`src/rtl/temp_conv_pkg.sv`:
```
// rtl/temp_conv_pkg.sv - shared states and constants for the temperature conversion controller
package temp_conv_pkg;
  typedef enum logic [2:0] {
    ST_IDLE,
    ST_SETTLE,
    ST_ARM,
    ST_MEASURE,
    ST_ACCUM,
    ST_DONE
  } state_t;

  localparam int COUNT_MAX = 255;
  localparam int ACC_W     = 11;
endpackage

```
`src/rtl/temp_conv_ctrl_if.sv`:
```
// rtl/temp_conv_ctrl_if.sv - result channel: averaged count, overflow flag, valid/ready handshake
interface temp_conv_ctrl_if;
  logic [7:0] result;
  logic       result_valid;
  logic       result_ready;
  logic       ovf;

  modport master (output result, output result_valid, output ovf, input result_ready);
  modport slave  (input result, input result_valid, input ovf, output result_ready);
endinterface

```
`src/rtl/cmp_sync_edge.sv`:
```
// rtl/cmp_sync_edge.sv - two-flop synchronizer for the comparator plus rising-edge detect
module cmp_sync_edge (
  input  logic clk,
  input  logic rst_n,
  input  logic async_i,
  output logic rise_o
);
  // [0],[1] form the synchronizer; [2] is the previous synchronized value
  logic [2:0] sh_q;

  always_ff @(posedge clk or negedge rst_n) begin
    if (!rst_n) sh_q <= '0;
    else        sh_q <= {sh_q[1:0], async_i};
  end

  assign rise_o = sh_q[1] & ~sh_q[2];
endmodule

```
`src/rtl/temp_conv_ctrl.sv`:
```
// rtl/temp_conv_ctrl.sv - settle/arm/measure sequencer that averages 2^cfg_avg comparator timings
module temp_conv_ctrl
  import temp_conv_pkg::*;
#(
  parameter int AVG_MAX_LOG2 = 3,
  parameter int ARM_CYCLES   = 4
) (
  input  logic       clk,
  input  logic       rst_n,
  input  logic       start,
  input  logic [1:0] cfg_avg,
  input  logic [7:0] cfg_settle,
  input  logic       cmp_out,
  output logic       sens_en,
  output logic       cap_rst,
  output logic       busy,
  temp_conv_ctrl_if.master res
);
  localparam int IDX_W = AVG_MAX_LOG2 + 1;

  state_t             state_q, state_d;
  logic [1:0]         avg_q, avg_d;
  logic [7:0]         settle_q, settle_d;
  logic [7:0]         cnt_q, cnt_d;
  logic [IDX_W-1:0]   idx_q, idx_d;
  logic [ACC_W-1:0]   acc_q, acc_d;
  logic [7:0]         sample_q, sample_d;
  logic [7:0]         result_q, result_d;
  logic               ovf_q, ovf_d;
  logic               cmp_rise;

  logic [ACC_W-1:0]   acc_sum;
  logic [IDX_W-1:0]   idx_inc;
  logic [IDX_W-1:0]   n_samples;

  cmp_sync_edge u_sync (
    .clk     (clk),
    .rst_n   (rst_n),
    .async_i (cmp_out),
    .rise_o  (cmp_rise)
  );

  assign acc_sum   = acc_q + ACC_W'(sample_q);
  assign idx_inc   = idx_q + IDX_W'(1);
  assign n_samples = IDX_W'(1) << avg_q;

  always_ff @(posedge clk or negedge rst_n) begin
    if (!rst_n) begin
      state_q  <= ST_IDLE;
      avg_q    <= '0;
      settle_q <= '0;
      cnt_q    <= '0;
      idx_q    <= '0;
      acc_q    <= '0;
      sample_q <= '0;
      result_q <= '0;
      ovf_q    <= 1'b0;
    end else begin
      state_q  <= state_d;
      avg_q    <= avg_d;
      settle_q <= settle_d;
      cnt_q    <= cnt_d;
      idx_q    <= idx_d;
      acc_q    <= acc_d;
      sample_q <= sample_d;
      result_q <= result_d;
      ovf_q    <= ovf_d;
    end
  end

  always_comb begin
    state_d  = state_q;
    avg_d    = avg_q;
    settle_d = settle_q;
    cnt_d    = cnt_q;
    idx_d    = idx_q;
    acc_d    = acc_q;
    sample_d = sample_q;
    result_d = result_q;
    ovf_d    = ovf_q;
    sens_en  = 1'b0;
    cap_rst  = 1'b0;
    unique case (state_q)
      ST_IDLE: begin
        if (start) begin
          avg_d    = cfg_avg;
          settle_d = cfg_settle;
          acc_d    = '0;
          idx_d    = '0;
          ovf_d    = 1'b0;
          cnt_d    = '0;
          state_d  = ST_SETTLE;
        end
      end
      ST_SETTLE: begin
        sens_en = 1'b1;
        // a zero settle still spends one cycle here
        if (settle_q == 8'd0 || cnt_q == settle_q - 8'd1) begin
          cnt_d   = '0;
          state_d = ST_ARM;
        end else begin
          cnt_d = cnt_q + 8'd1;
        end
      end
      ST_ARM: begin
        sens_en = 1'b1;
        cap_rst = 1'b1;
        if (cnt_q == 8'(ARM_CYCLES - 1)) begin
          cnt_d   = '0;
          state_d = ST_MEASURE;
        end else begin
          cnt_d = cnt_q + 8'd1;
        end
      end
      ST_MEASURE: begin
        sens_en = 1'b1;
        if (cmp_rise) begin
          sample_d = cnt_q;
          state_d  = ST_ACCUM;
        end else if (cnt_q == 8'(COUNT_MAX)) begin
          sample_d = 8'(COUNT_MAX);
          ovf_d    = 1'b1;
          state_d  = ST_ACCUM;
        end else begin
          cnt_d = cnt_q + 8'd1;
        end
      end
      ST_ACCUM: begin
        sens_en = 1'b1;
        acc_d   = acc_sum;
        idx_d   = idx_inc;
        cnt_d   = '0;
        if (idx_inc == n_samples) begin
          result_d = 8'(acc_sum >> avg_q);
          state_d  = ST_DONE;
        end else begin
          state_d = ST_ARM;
        end
      end
      ST_DONE: begin
        if (res.result_ready) state_d = ST_IDLE;
      end
      default: state_d = ST_IDLE;
    endcase
  end

  assign busy             = (state_q != ST_IDLE);
  assign res.result       = result_q;
  assign res.result_valid = (state_q == ST_DONE);
  assign res.ovf          = ovf_q;
endmodule

```
`src/flat_wrapper.sv`:
```
// flat-port wrapper written by rule: the top's interface ports become plain ports
module temp_conv_ctrl_flat import temp_conv_pkg::*;
#(
  parameter int AVG_MAX_LOG2 = 3,
  parameter int ARM_CYCLES   = 4
)
  (clk, rst_n, start, cfg_avg, cfg_settle, cmp_out, sens_en, cap_rst, busy, res_result, res_result_valid, res_ovf, res_result_ready);
  temp_conv_ctrl_if res_i ();
  input  logic clk;
  input  logic rst_n;
  input  logic start;
  input  logic [1:0] cfg_avg;
  input  logic [7:0] cfg_settle;
  input  logic cmp_out;
  output logic sens_en;
  output logic cap_rst;
  output logic busy;
  output wire logic [$bits(res_i.result)-1:0] res_result;
  output wire logic [$bits(res_i.result_valid)-1:0] res_result_valid;
  output wire logic [$bits(res_i.ovf)-1:0] res_ovf;
  input wire logic [$bits(res_i.result_ready)-1:0] res_result_ready;
  assign res_result = res_i.result;
  assign res_result_valid = res_i.result_valid;
  assign res_ovf = res_i.ovf;
  assign res_i.result_ready = res_result_ready;
  temp_conv_ctrl #(.AVG_MAX_LOG2(AVG_MAX_LOG2), .ARM_CYCLES(ARM_CYCLES)) u_core (.clk(clk), .rst_n(rst_n), .start(start), .cfg_avg(cfg_avg), .cfg_settle(cfg_settle), .cmp_out(cmp_out), .sens_en(sens_en), .cap_rst(cap_rst), .busy(busy), .res(res_i));
endmodule
```
`config.mk`:
```
export PLATFORM = sky130hd
export DESIGN_NAME = temp_conv_ctrl_flat
export DESIGN_NICKNAME = d
export VERILOG_FILES = /design/src/rtl/temp_conv_pkg.sv /design/src/rtl/temp_conv_ctrl_if.sv /design/src/rtl/cmp_sync_edge.sv /design/src/rtl/temp_conv_ctrl.sv /design/src/flat_wrapper.sv
export SDC_FILE = /design/constraint.sdc
export NUM_CORES = 1
export LEC_CHECK = 0
export ABC_AREA = 1
export CORE_MARGIN = 5
export CORE_UTILIZATION = 55
export DETAILED_ROUTE_END_ITERATION = 16
export HOLD_SLACK_MARGIN = 0.15
export MAX_ROUTING_LAYER = met4
export PLACE_DENSITY = 0.76
export SLEW_MARGIN = 0
export SYNTH_ARGS = -nofsm -noshare
export SYNTH_HDL_FRONTEND = slang
export SYNTH_SLANG_ARGS = --single-unit
export TNS_END_PERCENT = 30
```
`constraint.sdc`:
```
create_clock -name clk -period 5.6 [get_ports clk]
set_input_delay 1.12 -clock clk [delete_from_list [all_inputs] [get_ports clk]]
set_output_delay 1.12 -clock clk [all_outputs]
set_load 0.02 [all_outputs]
```
==> results.ini, run 1 <==
[worst_setup_path]
r2r_slack_ns = 3.33
required_ns = 4.48
end_kind = primary output
crit_type = flip-flop to primary output
r2r_start = u_core.state_q[0]
reg2reg_depth = 8
reg2reg_to = u_core.idx_q[3]
start_kind = flip-flop
path_max_fanout = 13
worst_ep_arrival_time_ns = 2.41

[logic_synthesis]
ys_seq_elements = 56
synth_top_area_frac = 0.399
synth_top_area_cell = dfrtp_1
synth.most_common_cell = nand2_1
ys_top_cells_by_count = 121 x nand2_1, 56 x dfrtp_1, 54 x inv_1
synthFlopType = dfrtp_1
synth_cells = 465
syn-num-nets = 493
synth_warnings = 0
synthArstFlopShare = 1.00
synth_cell_types = 40
synth_edf_count = 0
syn_area_per_cell_um2 = 7.56
netlist_area_um2 = 3510
synth_area_leaders = dfrtp_1 40%, nand2_1 13%, nand3_1 6.7%
seq_area_frac_synth = 0.399

[global_routing]
grt_pass1_wl_um = 14200
use_met2 = 0.356
grt_max_degree = 57
antenna_found_initial = 0
grtUsageMet1 = 0.272
grt_usage = 0.214
grt_overflow = 0
busiest_layer = met2
met3_usage = 0.0342
first_global_vias = 3049

[min_path]
hold_end = u_core.u_sync.sh_q[1]
hp-start = u_core.u_sync.sh_q[0]
hold_path.class = flip-flop to flip-flop
whs_path_depth = 0

[route]
firstDrtPassIters = 4
via_count = 3082
ant_nets = 0
routedWlPerCell_um = 13.9
drt_iter0_markers = 209
avgViaCountPerCell = 5.43
drt_wl_total_um = 7900
drc = 0

[clocking]
cts_sinks = 56
cts_setup_buffers = 0
root_buffer = clkbuf_8
cts.hold.buffers_added = 0
tritoncts = done
clockBufferDepth = 2
clk_pin_slew_worst_paths_ns = 0.10
numCtsBuffers = 5
htreeDepth = 2
clock_latency_ns = 0.32
cts_resized = 0

[power]
p_per_area_nw_per_um2 = 533
finalPower_uw = 2080
peakVddDrop_uv = 273
cellLeakagePower_uw = 0.00198

[timing]
tns_ns = 0
layout_min_cycle_time_ns = 3.53
rsz0062_at_grt = no
finalHoldViolCount = 0
period_share = 0.630
hold_ws_ns = 0.370
fmax_mhz = 284
finalClockSkew_ns = 0.0111
maxSlewViolCount = 0
worstMarginPinSlew_ns = 0.800
max_slew_margin = 0.466
setup-violations-final = 0

[placement]
post-dp-hpwl_um = 6170
gp_congestion = 0.947
dp.cells = 560
port_buffers = 27
place_area_um2 = 3810

[die]
core_region_area_um2 = 6280
die_area_um2 = 8090
rows = 29
start_util = 0.560
die_w_um = 89.9
io_pins = 28
die_h_um = 89.9

[final_layout]
fin_area_um2 = 3900
antenna_cells = 0
area_growth_pct = 11.1
nNetsFinal = 518
instances_no_fill = 568
drive_gt1_frac = 0.0855
fillers = 576

[flow_run]
drv_cap = 0

[outcome]
status = completed

[through the flow]
step / utilization / setup slack, ns
global placement: 0.607 / 2.48
CTS: 0.622 / 2.06
global route: 0.622 / 1.91
detailed placement: 0.607 / 2.42
floorplan: - / 3.21
finish: 0.622 / 2.07
[report_power, final]
group / switching, µW / internal, µW / total (µW) / leakage, µW
Clock: 144 / 92.3 / 237 / 0.0000463
Sequential: 137 / 539 / 676 / 0.000730
Combinational: 733 / 435 / 1170 / 0.00121
Total: 1010 / 1070 / 2080 / 0.00198
[sequential cells by signal, summed over array words and instances (netlist names)]
name and cells:
u_core.res.result 8, u_core.idx_q 4, u_core.cnt_q 8, u_core.sample_q 8, u_core.avg_q 2, u_core.settle_q 8
u_core.state_q 3, u_core.acc_q 11, u_core.res.ovf 1, u_core.u_sync.sh_q 3
[per-layer routing]
layer / part of all wire / vias up
met5: 0 / -
met4: 0.015 / 0
met3: 0.044 / 13
met2: 0.50 / 74
met1: 0.44 / 1436
li1: - / 1559
[kinds of logic (layout without fill, tap and decap cells)]
kind of cell | Yosys count | count (layout) | synth area share
adders and majority gates | 13 | 13 | 0.0484
DFF | 56 | 56 | 0.399
buffers and inverters | 72 | 98 | 0.0879
xor gates and xnor gates | 12 | 12 | 0.0299
AOI/OAI and AO/OA | 68 | 68 | 0.118
and+or+nand+nor | 244 | 244 | 0.317
[how the worst max path moves through the flow]
stage | start | end | slack (ns)
floorplan | u_core.state_q[2] | sens_en | 3.21
global placement | u_core.state_q[1] | sens_en | 2.48
detailed placement | u_core.state_q[2] | sens_en | 2.42
CTS | u_core.state_q[2] | sens_en | 2.06
global route | u_core.state_q[2] | sens_en | 1.91
finish | u_core.state_q[2] | sens_en | 2.07
[cell type report]
class	count	area, µm²	area share
Clock inverter	3	27.5	0.00705
Clock buffer	5	68.8	0.0176
Timing Repair Buffer	28	273	0.0699
Tap cell	77	96.3	0.0247
Multi-Input combinational cell	337	1800	0.462
Sequential cell	56	1400	0.359
Inverter	62	233	0.0596
[cells in the final DEF, fill, tap and decap left out, types with 6 or more instances in the layout]
master	count
a21oi_1	16
clkdlybuf4s50_1	26
dfrtp_1	56
ha_1	12
inv_1	54
inv_2	8
nand2_1	121
nand3_1	47
nand4_1	7
nor2_1	43
o21ai_0	28
o21ai_1	6
xor2_1	8
[critical path: stages, from the launching register on]
cell and delay, ns:
dfrtp_1 0.47, inv_1 0.12, nor2_2 0.46, inv_1 0.27, nand3_1 0.15, clkdlybuf4s50_1 0.62
No activity file was read; power rests on OpenSTA's default activity.
==> run 2: changes to the inputs <==
- CORE_UTILIZATION: 55 -> 53
- PLACE_DENSITY: 0.76 -> 0.77
- clock period: 5.6 -> 3.09 ns (I/O delays scaled with it)
==> run 2 against run 1 <==
Clock skew is 0.0066 ns lower; clock power is 74% higher; highest routed layer unchanged; sequential share of layout area is 0.25 points lower; sequential power is 80% higher; power is 81% higher; die area is 3.4% higher; combinational power is 83% higher; critical path type unchanged; utilization is 0.63 points lower; count of clock-buffer cells in the layout is 2 higher.
==> results.ini, run 2 (synthesized netlist as in run 1, its figures left out) <==
[worst_setup_path]
reg2reg_depth = 9
required_ns = 2.47
end_kind = primary output
crit_type = flip-flop to primary output
worst_ep_arrival_time_ns = 2.08
start_kind = flip-flop
path_max_fanout = 13

[final_layout]
antenna_cells = 0
largest_register_ffs = 11
nNetsFinal = 522
drive_gt1_frac = 0.0909
most-common-layout-cells = 121 x nand2_1, 56 x dfrtp_1, 54 x inv_1
largest-register = u_core.acc_q
final_common_cell = nand2_1
fin_area_um2 = 3930
area_growth_pct = 11.9

[placement]
post-dp-hpwl_um = 5970
gp_congestion = 0.910
place_area_um2 = 3840
port_buffers = 27

[route]
drt_wl_total_um = 7680
via_count = 3032
drt_iter0_markers = 216
avgViaCountPerCell = 5.30
firstDrtPassIters = 5
drc = 0
routedWlPerCell_um = 13.4
ant_nets = 0

[min_path]
hold_path.class = primary input to asynchronous set/reset pin

[timing]
layout_min_cycle_time_ns = 2.69
worstMarginPinSlew_ns = 0.690
maxSlewViolCount = 0
max_slew_margin = 0.540
finalHoldViolCount = 0
rsz0062_at_grt = no
setup-violations-final = 0
tns_ns = 0
fmax_mhz = 371
finalClockSkew_ns = 0.00457
period_share = 0.872

[global_routing]
grt_pass1_wl_um = 13600
grt_usage = 0.199
grt_max_degree = 32
antenna_found_initial = 0
grt_overflow = 0
first_global_vias = 2960

[die]
die_area_um2 = 8360
rows = 29
io_pins = 28
die_w_um = 91.4
start_util = 0.550
core_region_area_um2 = 6390
die_h_um = 91.4

[clocking]
cts.hold.buffers_added = 0
cts_sinks = 56
tritoncts = done
clockBufferDepth = 2
cts_setup_buffers = 0
clk_pin_slew_worst_paths_ns = 0.10
clock_latency_ns = 0.30
cts_resized = 0
numCtsBuffers = 5
htreeDepth = 2
root_buffer = clkbuf_8

[flow_run]
drv_cap = 0

[power]
p_per_area_nw_per_um2 = 959
peakVddDrop_uv = 581
cellLeakagePower_uw = 0.00200

[outcome]
status = completed

run 2: cell types whose count changed in the layout (fill, tap and decap cells not counted):
cell / change
clkinv_4: -1
clkbuf_1: +1
clkbuf_8: +1
buf_4: +4
inv_8: -1
run 2: layout make-up:
| type | count | area [µm²] |
|---|---|---|
| Clock buffer | 7 | 86.3 |
| Clock inverter | 1 | 7.51 |
| Fill cell | 563 | 2450 |
| Inverter | 62 | 233 |
| Multi-Input combinational cell | 337 | 1800 |
| Sequential cell | 56 | 1400 |
| Tap cell | 77 | 96.3 |
| Timing Repair Buffer | 32 | 303 |
run 2: final timing paths:
| path | from | to | slack (ns) |
|---|---|---|---|
| worst min register to register | u_core.u_sync.sh_q[0] | u_core.u_sync.sh_q[1] | 0.36 |
| max in group asynchronous | rst_n | u_core.acc_q[1] | 2.09 |
| min in group clk | u_core.u_sync.sh_q[0] | u_core.u_sync.sh_q[1] | 0.36 |
| worst max register to register | u_core.sample_q[0] | u_core.res.result[3] | 0.91 |
| worst min-delay path | rst_n | u_core.settle_q[5] | 0.34 |
| worst max-delay path | u_core.state_q[2] | sens_en | 0.40 |
run 2: metrics by stage:
stage,setup WS (ns),cells,utilization,power (µW),hold slack [ns]
finish,0.396,572,0.616,3770,0.335
global route,0.310,572,0.616,4140,0.389
CTS,0.395,572,0.616,3780,0.363
detailed placement,0.748,564,0.601,3350,0.340
global placement,0.787,564,0.601,3290,0.338
floorplan,1.13,465,-,2780,0.322
run 2: layer usage:
metal	wire [µm]	track usage	vias to the layer above
li1	-	-	1566
met1	3760	0.273	1385
met2	3520	0.311	70
met3	313	0.0331	11
met4	84	0.0416	0
met5	0	-	-
run 2: worst max-delay path: stages, from the launching register on:
cell,delay [ns]
dfrtp_1,0.45
inv_1,0.12
nor2_2,0.11
buf_4,0.21
inv_1,0.14
nand3_1,0.13
clkdlybuf4s50_1,0.61
run 2: power by group:
| group | switching [µW] | leakage, µW | internal (µW) |
|---|---|---|---|
| combinational | 1330 | 0.00123 | 809 |
| clock | 231 | 0.0000445 | 183 |
| sequential | 241 | 0.000730 | 976 |
| total | 1800 | 0.00200 | 1970 |
